==> src/rtl/ex_muldiv_unit.sv <==
// Execute-stage RV32M multiply/divide unit: iterative shift-add multiply and restoring divide.
// Optional single-cycle multiplier selected by defining MULDIV_FAST_MUL_EN.
module ex_muldiv_unit #(
   parameter int DATA_W = 32,
   parameter int CNT_W  = 6
) (
   input  logic              CLK,
   input  logic              RESET,
   input  logic [4:0]        ALU_OP,
   input  logic [DATA_W-1:0] DATA1,
   input  logic [DATA_W-1:0] DATA2,
   input  logic              HOLD,
   output logic [DATA_W-1:0] RESULT,
   output logic              RESULT_VALID,
   output logic              STALL
);

   typedef enum logic [1:0] {
      S_IDLE = 2'd0,
`ifndef MULDIV_FAST_MUL_EN
      S_MUL  = 2'd1,
`endif
      S_DIV  = 2'd2,
      S_DONE = 2'd3
   } state_e;

   state_e                state_q, state_d;
   logic [2:0]            op_q, op_d;
   logic [DATA_W-1:0]     a_q, a_d;
   logic [2*DATA_W-1:0]   acc_q, acc_d;
   logic                  qneg_q, qneg_d;
   logic                  rneg_q, rneg_d;
   logic [CNT_W-1:0]      cnt_q, cnt_d;
   logic [DATA_W-1:0]     result_q, result_d;
   logic                  valid_q, valid_d;
   logic                  stall_s;

   logic                  is_m_op_s;
   logic [2:0]            op_s;
   logic                  s1_signed_s, s2_signed_s;
   logic                  neg1_s, neg2_s;
   logic [DATA_W-1:0]     mag1_s, mag2_s;
   logic                  div0_s, ovf_s;
   logic                  last_s;

   logic [DATA_W:0]       div_shift_s, div_diff_s;
   logic [2*DATA_W-1:0]   div_next_s;
   logic [DATA_W-1:0]     quot_fix_s, rem_fix_s;
`ifdef MULDIV_FAST_MUL_EN
   logic [2*DATA_W-1:0]   fast_a_s, fast_b_s, fast_prod_s;
`else
   logic [DATA_W:0]       mul_sum_s;
   logic [2*DATA_W-1:0]   mul_next_s, prod_fix_s;
`endif

   // Operand decode: signedness per op, magnitudes and divide fast-path detection.
   always_comb begin
      is_m_op_s = (ALU_OP[4:3] == 2'b01);
      op_s      = ALU_OP[2:0];
      case (op_s)
         3'b000, 3'b001, 3'b100, 3'b110: begin s1_signed_s = 1'b1; s2_signed_s = 1'b1; end
         3'b010:                         begin s1_signed_s = 1'b1; s2_signed_s = 1'b0; end
         default:                        begin s1_signed_s = 1'b0; s2_signed_s = 1'b0; end
      endcase
      neg1_s = s1_signed_s & DATA1[DATA_W-1];
      neg2_s = s2_signed_s & DATA2[DATA_W-1];
      mag1_s = neg1_s ? -DATA1 : DATA1;
      mag2_s = neg2_s ? -DATA2 : DATA2;
      div0_s = (DATA2 == {DATA_W{1'b0}});
      ovf_s  = s1_signed_s && op_s[2] && (DATA1 == {1'b1, {(DATA_W-1){1'b0}}}) &&
               (DATA2 == {DATA_W{1'b1}});
      last_s = (cnt_q == CNT_W'(DATA_W-1));
   end

   // One iteration of each datapath; acc holds {partial, multiplier} or {remainder, quotient}.
   always_comb begin
`ifdef MULDIV_FAST_MUL_EN
      fast_a_s    = {{DATA_W{s1_signed_s & DATA1[DATA_W-1]}}, DATA1};
      fast_b_s    = {{DATA_W{s2_signed_s & DATA2[DATA_W-1]}}, DATA2};
      fast_prod_s = fast_a_s * fast_b_s;
`else
      mul_sum_s   = {1'b0, acc_q[2*DATA_W-1:DATA_W]} +
                    (acc_q[0] ? {1'b0, a_q} : {(DATA_W+1){1'b0}});
      mul_next_s  = {mul_sum_s, acc_q[DATA_W-1:1]};
      prod_fix_s  = qneg_q ? -mul_next_s : mul_next_s;
`endif
      div_shift_s = acc_q[2*DATA_W-1:DATA_W-1];
      div_diff_s  = div_shift_s - {1'b0, a_q};
      if (div_diff_s[DATA_W]) begin
         div_next_s = {div_shift_s[DATA_W-1:0], acc_q[DATA_W-2:0], 1'b0};
      end else begin
         div_next_s = {div_diff_s[DATA_W-1:0], acc_q[DATA_W-2:0], 1'b1};
      end
      quot_fix_s = qneg_q ? -div_next_s[DATA_W-1:0] : div_next_s[DATA_W-1:0];
      rem_fix_s  = rneg_q ? -div_next_s[2*DATA_W-1:DATA_W] : div_next_s[2*DATA_W-1:DATA_W];
   end

   // Next-state and datapath control.
   always_comb begin
      state_d  = state_q;
      op_d     = op_q;
      a_d      = a_q;
      acc_d    = acc_q;
      qneg_d   = qneg_q;
      rneg_d   = rneg_q;
      cnt_d    = cnt_q;
      result_d = result_q;
      stall_s  = 1'b0;
      case (state_q)
         S_IDLE: begin
            stall_s = is_m_op_s;
            if (is_m_op_s) begin
               op_d   = op_s;
               cnt_d  = {CNT_W{1'b0}};
               qneg_d = neg1_s ^ neg2_s;
               rneg_d = neg1_s;
               if (op_s[2]) begin
                  a_d   = mag2_s;
                  acc_d = {{DATA_W{1'b0}}, mag1_s};
                  if (div0_s) begin
                     result_d = op_s[1] ? DATA1 : {DATA_W{1'b1}};
                     state_d  = S_DONE;
                  end else if (ovf_s) begin
                     result_d = op_s[1] ? {DATA_W{1'b0}} : {1'b1, {(DATA_W-1){1'b0}}};
                     state_d  = S_DONE;
                  end else begin
                     state_d  = S_DIV;
                  end
               end else begin
`ifdef MULDIV_FAST_MUL_EN
                  result_d = (op_s == 3'b000) ? fast_prod_s[DATA_W-1:0]
                                              : fast_prod_s[2*DATA_W-1:DATA_W];
                  state_d  = S_DONE;
`else
                  a_d      = mag1_s;
                  acc_d    = {{DATA_W{1'b0}}, mag2_s};
                  state_d  = S_MUL;
`endif
               end
            end else begin
               state_d = S_IDLE;
            end
         end
`ifndef MULDIV_FAST_MUL_EN
         S_MUL: begin
            stall_s = 1'b1;
            acc_d   = mul_next_s;
            cnt_d   = cnt_q + CNT_W'(1);
            if (last_s) begin
               result_d = (op_q == 3'b000) ? prod_fix_s[DATA_W-1:0]
                                           : prod_fix_s[2*DATA_W-1:DATA_W];
               state_d  = S_DONE;
            end else begin
               state_d  = S_MUL;
            end
         end
`endif
         S_DIV: begin
            stall_s = 1'b1;
            acc_d   = div_next_s;
            cnt_d   = cnt_q + CNT_W'(1);
            if (last_s) begin
               result_d = op_q[1] ? rem_fix_s : quot_fix_s;
               state_d  = S_DONE;
            end else begin
               state_d  = S_DIV;
            end
         end
         S_DONE: begin
            // HOLD keeps the result presented until the frozen pipeline can take it.
            if (HOLD) begin
               state_d = S_DONE;
            end else begin
               state_d = S_IDLE;
            end
         end
         default: begin
            state_d = S_IDLE;
         end
      endcase
      valid_d = (state_d == S_DONE);
   end

   // State and datapath registers with synchronous reset.
   always_ff @(posedge CLK) begin
      if (RESET) begin
         state_q  <= S_IDLE;
         op_q     <= 3'd0;
         a_q      <= {DATA_W{1'b0}};
         acc_q    <= {(2*DATA_W){1'b0}};
         qneg_q   <= 1'b0;
         rneg_q   <= 1'b0;
         cnt_q    <= {CNT_W{1'b0}};
         result_q <= {DATA_W{1'b0}};
         valid_q  <= 1'b0;
      end else begin
         state_q  <= state_d;
         op_q     <= op_d;
         a_q      <= a_d;
         acc_q    <= acc_d;
         qneg_q   <= qneg_d;
         rneg_q   <= rneg_d;
         cnt_q    <= cnt_d;
         result_q <= result_d;
         valid_q  <= valid_d;
      end
   end

   assign STALL        = RESET ? 1'b0 : stall_s;
   assign RESULT       = result_q;
   assign RESULT_VALID = valid_q;

endmodule

==> config.mk <==
export PLATFORM = sky130hd
export DESIGN_NAME = ex_muldiv_unit
export DESIGN_NICKNAME = d
export VERILOG_FILES = /design/src/rtl/ex_muldiv_unit.sv
export SDC_FILE = /design/constraint.sdc
export NUM_CORES = 1
export LEC_CHECK = 0
export BUFFER_PORTS_ARGS = -buffer_cell sky130_fd_sc_hd__buf_2
export CORE_UTILIZATION = 25
export DETAILED_ROUTE_END_ITERATION = 10
export REMOVE_ABC_BUFFERS = 1
export SYNTH_ARGS = -nofsm -noshare
export SYNTH_HDL_FRONTEND = slang
export SYNTH_SLANG_ARGS = --single-unit
export TNS_END_PERCENT = 100
==> constraint.sdc <==
create_clock -name CLK -period 8.6 [get_ports CLK]
set_clock_uncertainty 0.05 [all_clocks]
set_input_delay 0.86 -clock CLK [delete_from_list [all_inputs] [get_ports CLK]]
set_output_delay 0.86 -clock CLK [all_outputs]
set_load 0.005 [all_outputs]
==> results of run 1 <==
-- routing by layer --
metal / vias to the layer above / share of wire
li1: 9027 / -
met1: 9085 / 0.43
met2: 1054 / 0.44
met3: 145 / 0.090
met4: 2 / 0.041
met5: - / 0.00017
-- worst max path at each step --
| stage | end | slack, ns | depth (start not counted) |
|---|---|---|---|
| after detailed placement | RESULT[30] | 2.31 | 21 |
| after global routing | RESULT[30] | 1.75 | 21 |
| after floorplan | RESULT[17] | 2.12 | 11 |
| after CTS | RESULT[30] | 2.28 | 21 |
| final | RESULT[30] | 2.19 | 21 |
| after global placement | RESULT[30] | 2.38 | 21 |
-- kinds of logic (layout without fill, tap and decap cells) --
| family | count (synthesis) | after routing | synth area share |
|---|---|---|---|
| DFF | 142 | 142 | 0.169 |
| AOI/OAI and AO/OA | 833 | 833 | 0.327 |
| other | 0 | 1 | 0 |
| muxes | 37 | 37 | 0.0242 |
| and+or+nand+nor | 926 | 926 | 0.254 |
| adders and majority gates | 79 | 79 | 0.0595 |
| buffers and inverters | 261 | 246 | 0.0591 |
| xor gates and xnor gates | 207 | 207 | 0.108 |
-- through the flow --
stage | instance area, sq um | std cells | hold slack (ns)
after floorplan | 16100 | 2296 | 0.376
after global placement | 18100 | 3303 | 0.384
after detailed placement | 18100 | 3303 | 0.392
after CTS | 18700 | 3334 | 0.402
after global routing | 18700 | 3334 | 0.418
final | 18700 | 3335 | 0.399
-- area by class of cell --
type	count	area [sq um]	area share
clock buffer	18	429	0.0229
tap	864	1080	0.0578
antenna	1	2.50	0.000134
clock inverter	13	189	0.0101
inverter	72	270	0.0144
timing repair buffer	143	813	0.0435
sequential	142	2840	0.152
multi-input combinational	2082	13100	0.699
-- registers in the layout, summed over array words and instances (netlist names) --
signal	flops
RESULT_VALID	1
qneg_q	1
RESULT	32
a_q	32
acc_q	64
state_q	2
cnt_q	6
rneg_q	1
op_q	3
-- worst max-delay path, stage by stage (launching register included) --
cell and delay (ns):
dfxtp_1 0.53, inv_1 0.12, ha_1 0.22, fa_1 0.41, nand2b_1 0.20, a21oi_1 0.35, o21a_1 0.28, o31ai_1 0.14
mux2i_1 0.69, nor2_4 0.05, inv_2 0.09, buf_4 0.40, nor2_1 0.08, a21oi_1 0.24, ha_1 0.22, nand2_1 0.05
or4_1 0.45, o41ai_1 0.93, nand3_1 0.17, o41ai_1 0.33, xor2_1 0.19, o211ai_1 0.11
-- power by group through the flow --
stage / logic (mW) / registers, mW / clock network [mW]
2_1_floorplan: 1.24 / 0.819 / 0
3_3_place_gp: 1.88 / 0.845 / 0
3_5_place_dp: 1.87 / 0.847 / 0
4_1_cts: 1.88 / 0.832 / 0.837
5_1_grt: 2.08 / 0.844 / 0.857
6_report: 1.94 / 0.836 / 0.830
-- cells in the final DEF (no fill, tap or decap), types with 18 or more instances in the layout --
cell | Yosys | layout
nand2_1 | 330 | 330
nor2_1 | 277 | 275
a21oi_1 | 208 | 207
o21ai_0 | 183 | 183
dfxtp_1 | 142 | 141
xnor2_1 | 105 | 105
buf_2 | 4 | 104
xor2_1 | 102 | 102
ha_1 | 77 | 74
inv_1 | 68 | 68
nor3_1 | 60 | 58
o211ai_1 | 54 | 54
a22oi_1 | 52 | 52
nand3_1 | 46 | 46
buf_4 | 0 | 39
or3_1 | 37 | 37
a22o_1 | 36 | 36
o31ai_1 | 36 | 35
nand4_1 | 31 | 31
a21o_1 | 28 | 28
a31oi_1 | 27 | 27
a211oi_1 | 26 | 26
mux2i_1 | 25 | 25
nand2b_1 | 24 | 24
and2_1 | 20 | 20
o21a_1 | 18 | 18
o41ai_1 | 18 | 18
==> results.md, run 1 <==
* Io pins at 106
* Status: completed
* Die Y at 262 microns
* Initial antenna violation count at 1
* Final WS setup at 2.19 ns
* Largest net degree at the start of global routing at 77
* Count leader, synth: nand2_1
* Leakage at 7.07 nW
* TritonCTS clock tree: yes
* Mean Syn Cell Area at 6.79 sq um
* Initial Util at 0.255
* Combinational Power Share at 0.538
* DRT iter0 DRCs at 2,002
* Setup TNS at 0 ns
* Switch share at 0.492
* Setup crit start: acc_q[31]
* Final Max Tran Viols at 0
* Hold path depth at 2
* Post-synth ARST share at 0
* Layout cells sized above 1 at 0.0927
* Hold path endpoint: RESULT[8]
* Vias in the first global route at 17,600
* Pwr dens at 193 nW/um^2
* Global route hottest layer: met2
* DRC at 0
* Hold_buf cts at 0
* Commonest cells post-synth: nand2_1 (330), nor2_1 (277), a21oi_1 (208), o21ai_0 (183), clkbuf_1 (173)
* Synth top area cells: dfxtp_1 (17%), nand2_1 (7.3%), a21oi_1 (6.2%), nor2_1 (6.2%), ha_1 (5.7%)
* Hold Crit Class: flop to flop
* GR Util met2 at 0.320
* Post-synth EDFFs at 0
* Hold violation total from the final report at 0
* Worst Setup Start Kind: flop
* Fill cells at 7,313
* Area delta synth->final at 11.0%
* Grt ovf at 0
* Min Clock Period, post-route at 6.41 ns
* Slew headroom at 0.106
* RSZ-0062 raised after global routing: no
* DIE AREA at 68,500 sq um
* NetSw at 1.77 mW
* Post-DP HPWL at 54,700 microns
* Synth cell types at 93
* GRT Util Overall at 0.207
* Max frequency at 156 MHz
* First drt pass iteration count at 5
* Syn Inst Count at 2,485
* # setup viols final at 0
* Port bufs at 105
* Setup slack, reg-to-reg at 2.19 ns
* Internal power at 1.83 mW
* Sequential share of the synthesized area at 0.169
* M3 GR Usage at 0.0276
* Crit path max fanout at 43
* Root Driver: clkbuf_16
* Met1 GRT Util at 0.286
* Largest area contributor in the netlist: dfxtp_1
* Die Wd at 262 microns
* Worst-margin pin slew at 1.34 ns
* CP required at 8.89 ns
* Row Count at 94
* Quantity of gates resized following cts at 0
* R2R Path Start: acc_q[31]
* Area of the core at 66,200 sq um
* Main synth FF type: dfxtp_1
* Clk slew on worst S/H paths at 0.07 ns
* Cell Area, Synth at 16,900 sq um
* Routed WL per cell at 21.6 microns
* Hold_sp: RESULT[8]
* Max clock buf depth at 2
* First-pass GRT wire length at 109,000 microns
* Nets at 2,609
* Overall power at 3.61 mW
* Pre-CTS setup slack at 2.31 ns
* Final wirelength at 71,900 microns
* Vias per inst at 5.79
* Flops & latches, synth at 142
* Depth of the worst register-to-register path at 21
* Clk sink count at 142
* Peak VDD IR at 0.170 mV
* CTS Buf Count at 17
* GPL Wtd Cong at 0.964
* Worst Path Arrival at 6.71 ns
* Max-cap check violation count at 0
* Tcrit/Tclk final at 0.746
* CP Class: flop to flop
* Synth Warn # at 0
* H-tree Lvls at 4
* Top cell type's share of synthesized area at 0.169
* R2r endpoint: RESULT[30]
* Post-CTS Setup Bufs at 0
* Nature of the critical path endpoint: flop
* Reg power frac at 0.232
* Core Util, Final at 0.283
* Detail Route Antenna Nets at 0
* Vias at 19,300
* Clock share of power at 0.230
* Clk_lat worst skew at 0.47 ns
Note: power is estimated with default switching activity, not from simulation.
==> inputs of run 2 (changes only) <==
- ABC_AREA: default -> 1
- clock period: 8.6 -> 6.6 ns (I/O delays scaled with it)
==> results.md, run 2 <==
* Status: completed (unchanged)
* Final hold slack at 0.359 ns (was 0.399 ns)
* CTS Buf Count at 17 (unchanged)
* Max-cap check violation count at 0 (unchanged)
* Post-route cell area at 20,600 sq um (was 18,700 sq um)
* Main synth FF type: dfxtp_1 (unchanged)
* Slowest-stage cell, CP: nand2_1 (was o41ai_1)
* Nets at 3,616 (was 2,609)
* Clk_lat worst skew at 0.51 ns (was 0.47 ns)
* Overall power at 3.93 mW (was 3.61 mW)
* Final wirelength at 102,000 microns (was 71,900 microns)
* Core Util, Final at 0.281 (was 0.283)
* Port bufs at 105 (unchanged)
* Synth cell types at 56 (was 93)
* Clk sink count at 142 (unchanged)
* Initial antenna violation count at 1 (unchanged)
* Hold_buf cts at 0 (unchanged)
* Io pins at 106 (unchanged)
* Count leader, synth: nand2_1 (unchanged)
* CP most frequent cell: nand2_1
* Sequential share of the synthesized area at 0.152 (was 0.169)
* Hold violation total from the final report at 0 (unchanged)
* Final WS setup at 1.55 ns (was 2.19 ns)
* Syn Inst Count at 3,444 (was 2,485)
* Die Wd at 275 microns (was 262 microns)
* TritonCTS clock tree: yes (unchanged)
* DRT iter0 DRCs at 3,584 (was 2,002)
* Simple-gate area share of the yosys netlist at 0.434 (was 0.254)
* Main combinational cell family by area after synthesis: simple AND/OR/NAND/NOR gates (was compound AO/OA/AOI/OAI gates)
* Max frequency at 198 MHz (was 156 MHz)
* Non-Filler Instances at 4,438 (was 3,335)
* CP required at 6.92 ns (was 8.89 ns)
* Mean Syn Cell Area at 5.42 sq um (was 6.79 sq um)
* Cell Area, Synth at 18,700 sq um (was 16,900 sq um)
* Hold Crit Class: input port to flop (was flop to flop)
* Biggest register: acc_q (unchanged)
* Compound-cell area share of the yosys netlist at 0.194 (was 0.327)
* XOR/XNOR Fraction of Synth Area at 0.0427 (was 0.108)
* # setup viols final at 0 (unchanged)
* DRC at 0 (unchanged)
* Commonest cells post-synth: nand2_1 (1,130), inv_1 (434), nor2_1 (342), nand3_1 (251), a21oi_1 (245) (was nand2_1 (330), nor2_1 (277), a21oi_1 (208), o21ai_0 (183), clkbuf_1 (173))
* Quantity of gates resized following cts at 0 (unchanged)
* DIE AREA at 75,700 sq um (was 68,500 sq um)
* CP peak stage delay at 0.57 ns (was 0.93 ns)
* Root Driver: clkbuf_16 (unchanged)
* Die Y at 275 microns (was 262 microns)
* Pwr dens at 191 nW/um^2 (was 193 nW/um^2)
* Vias per inst at 5.47 (was 5.79)
* Area delta synth->final at 10.6% (was 11.0%)
* Top cell type's share of synthesized area at 0.227 (was 0.169)
* Largest net degree at the start of global routing at 71 (was 77)
* Max reg flops at 64 (unchanged)
* Max clock buf depth at 2 (unchanged)
* Placed Area at 20,100 sq um (was 18,100 sq um)
* Min Clock Period, post-route at 5.05 ns (was 6.41 ns)
* H-tree Lvls at 4 (unchanged)
* Clk slew on worst S/H paths at 0.07 ns (about the same)
* Post-CTS Setup Bufs at 0 (unchanged)
* Tcrit/Tclk final at 0.766 (was 0.746)
* RSZ-0062 raised after global routing: no (unchanged)
* Adder-cell share of the synthesized area at 0.0538 (was 0.0595)
* Most common cell after layout, fill and taps aside: nand2_1 (unchanged)
* First-pass GRT wire length at 147,000 microns (was 109,000 microns)
* Routed WL per cell at 22.9 microns (was 21.6 microns)
* Row Count at 99 (was 94)
* Grt ovf at 0 (unchanged)
* Post-DP HPWL at 81,600 microns (was 54,700 microns)
* Post-synthesis mux area share at 0 (was 0.0242)
* Synth top area cells: nand2_1 (23%), dfxtp_1 (15%), inv_1 (8.7%), nor2_1 (6.9%), nand3_1 (6.7%) (was dfxtp_1 (17%), nand2_1 (7.3%), a21oi_1 (6.2%), nor2_1 (6.2%), ha_1 (5.7%))
* Layout cells sized above 1 at 0.0750 (was 0.0927)
* Post-synth ARST share at 0 (unchanged)
* Synth Warn # at 0 (unchanged)
* Worst-margin pin slew at 0.974 ns (was 1.34 ns)
* Setup TNS at 0 ns (unchanged)
* Fill cells at 8,490 (was 7,313)
* Post-synth EDFFs at 0 (unchanged)
* Crit path max fanout at 27 (was 43)
* Inst Count DP at 4,405 (was 3,303)
* Vias at 24,300 (was 19,300)
* Vias in the first global route at 21,700 (was 17,600)
* GPL Wtd Cong at 1.07 (was 0.964)
* Most frequent cells in the layout: nand2_1 (1,130), inv_1 (433), nor2_1 (341), nand3_1 (251), a21oi_1 (244) (was nand2_1 (330), nor2_1 (275), a21oi_1 (207), o21ai_0 (183), dfxtp_1 (141))
* Initial Util at 0.254 (was 0.255)
* Worst Setup Start Kind: flop (unchanged)
* Multi-input gate area at 13,500 sq um (was 13,100 sq um)
* Pre-CTS setup slack at 1.69 ns (was 2.31 ns)
* Leakage at 10.4 nW (was 7.07 nW)
* CP Class: flop to flop (unchanged)
* Register area at 2840 sq um (unchanged)
* Peak VDD IR at 0.215 mV (was 0.170 mV)
* GRT Util Overall at 0.265 (was 0.207)
* Area of the core at 73,500 sq um (was 66,200 sq um)
* Slew headroom at 0.351 (was 0.106)
* Flops & latches, synth at 142 (unchanged)
* Largest area contributor in the netlist: nand2_1 (was dfxtp_1)
* Final Max Tran Viols at 0 (unchanged)
* First drt pass iteration count at 7 (was 5)
* Nature of the critical path endpoint: flop (unchanged)
* Detail Route Antenna Nets at 0 (unchanged)
* Worst Path Arrival at 5.37 ns (was 6.71 ns)
## run 2: changes by cell type in the layout (fill, tap and decap cells not counted), sizes merged, moves of 39 or more
cell	change
inv	+392
xnor2	-81
a22oi	-43
a21oi	+48
or3	-39
nor2	+77
o22ai	+45
nand3	+207
nand2	+821
## run 2: area by class of cell
type / count / area share
diodes: 1 / 0.000121
clock buffers: 17 / 0.0206
clock inverters: 15 / 0.00728
inverters: 458 / 0.0833
multi-input cells: 2708 / 0.655
flip-flops and latches: 142 / 0.138
well taps: 959 / 0.0581
repair buffers: 138 / 0.0376
## run 2: logic make-up (layout without fill, tap and decap cells)
group	after synthesis	in the layout
xor+xnor	91	91
other cells	0	1
compound gates	611	611
flops	142	142
buf+inv	594	628
fa+ha+maj	79	79
simple gates	1927	1927
## run 2: final timing paths
| kind | depth (start not counted) | slack (ns) | startpoint | to |
|---|---|---|---|---|
| max | 28 | 1.55 | acc_q[31] | RESULT[20] |
| min | 3 | 0.36 | ALU_OP[0] | op_q[0] |
| max reg2reg | 28 | 1.55 | acc_q[31] | RESULT[20] |
| min reg2reg | 2 | 0.42 | RESULT[12] | RESULT[12] |
## run 2: report_power, final
group | total [mW] | internal [mW] | switching [mW]
sequential | 0.949 | 0.895 | 0.0539
clock | 1.02 | 0.503 | 0.512
combinational | 1.97 | 0.513 | 1.46
total | 3.93 | 1.91 | 2.02
## run 2: critical path: cells and delay by family, from the launching register on
family | cells | cell delay, ns
adder cells (fa/ha/maj) | 2 | 0.67
AO/OA/AOI/OAI | 1 | 0.05
buffers and inverters | 4 | 0.94
flip-flops | 1 | 0.50
AND/OR/NAND/NOR | 21 | 2.72
## run 2: layer usage
metal | track usage | vias to the layer above | share of wire
li1 | - | 11300 | -
met3 | 0.0624 | 233 | 0.11
met1 | 0.359 | 11200 | 0.42
met2 | 0.382 | 1530 | 0.41
met5 | 0 | - | 0.00016
met4 | 0.145 | 2 | 0.060
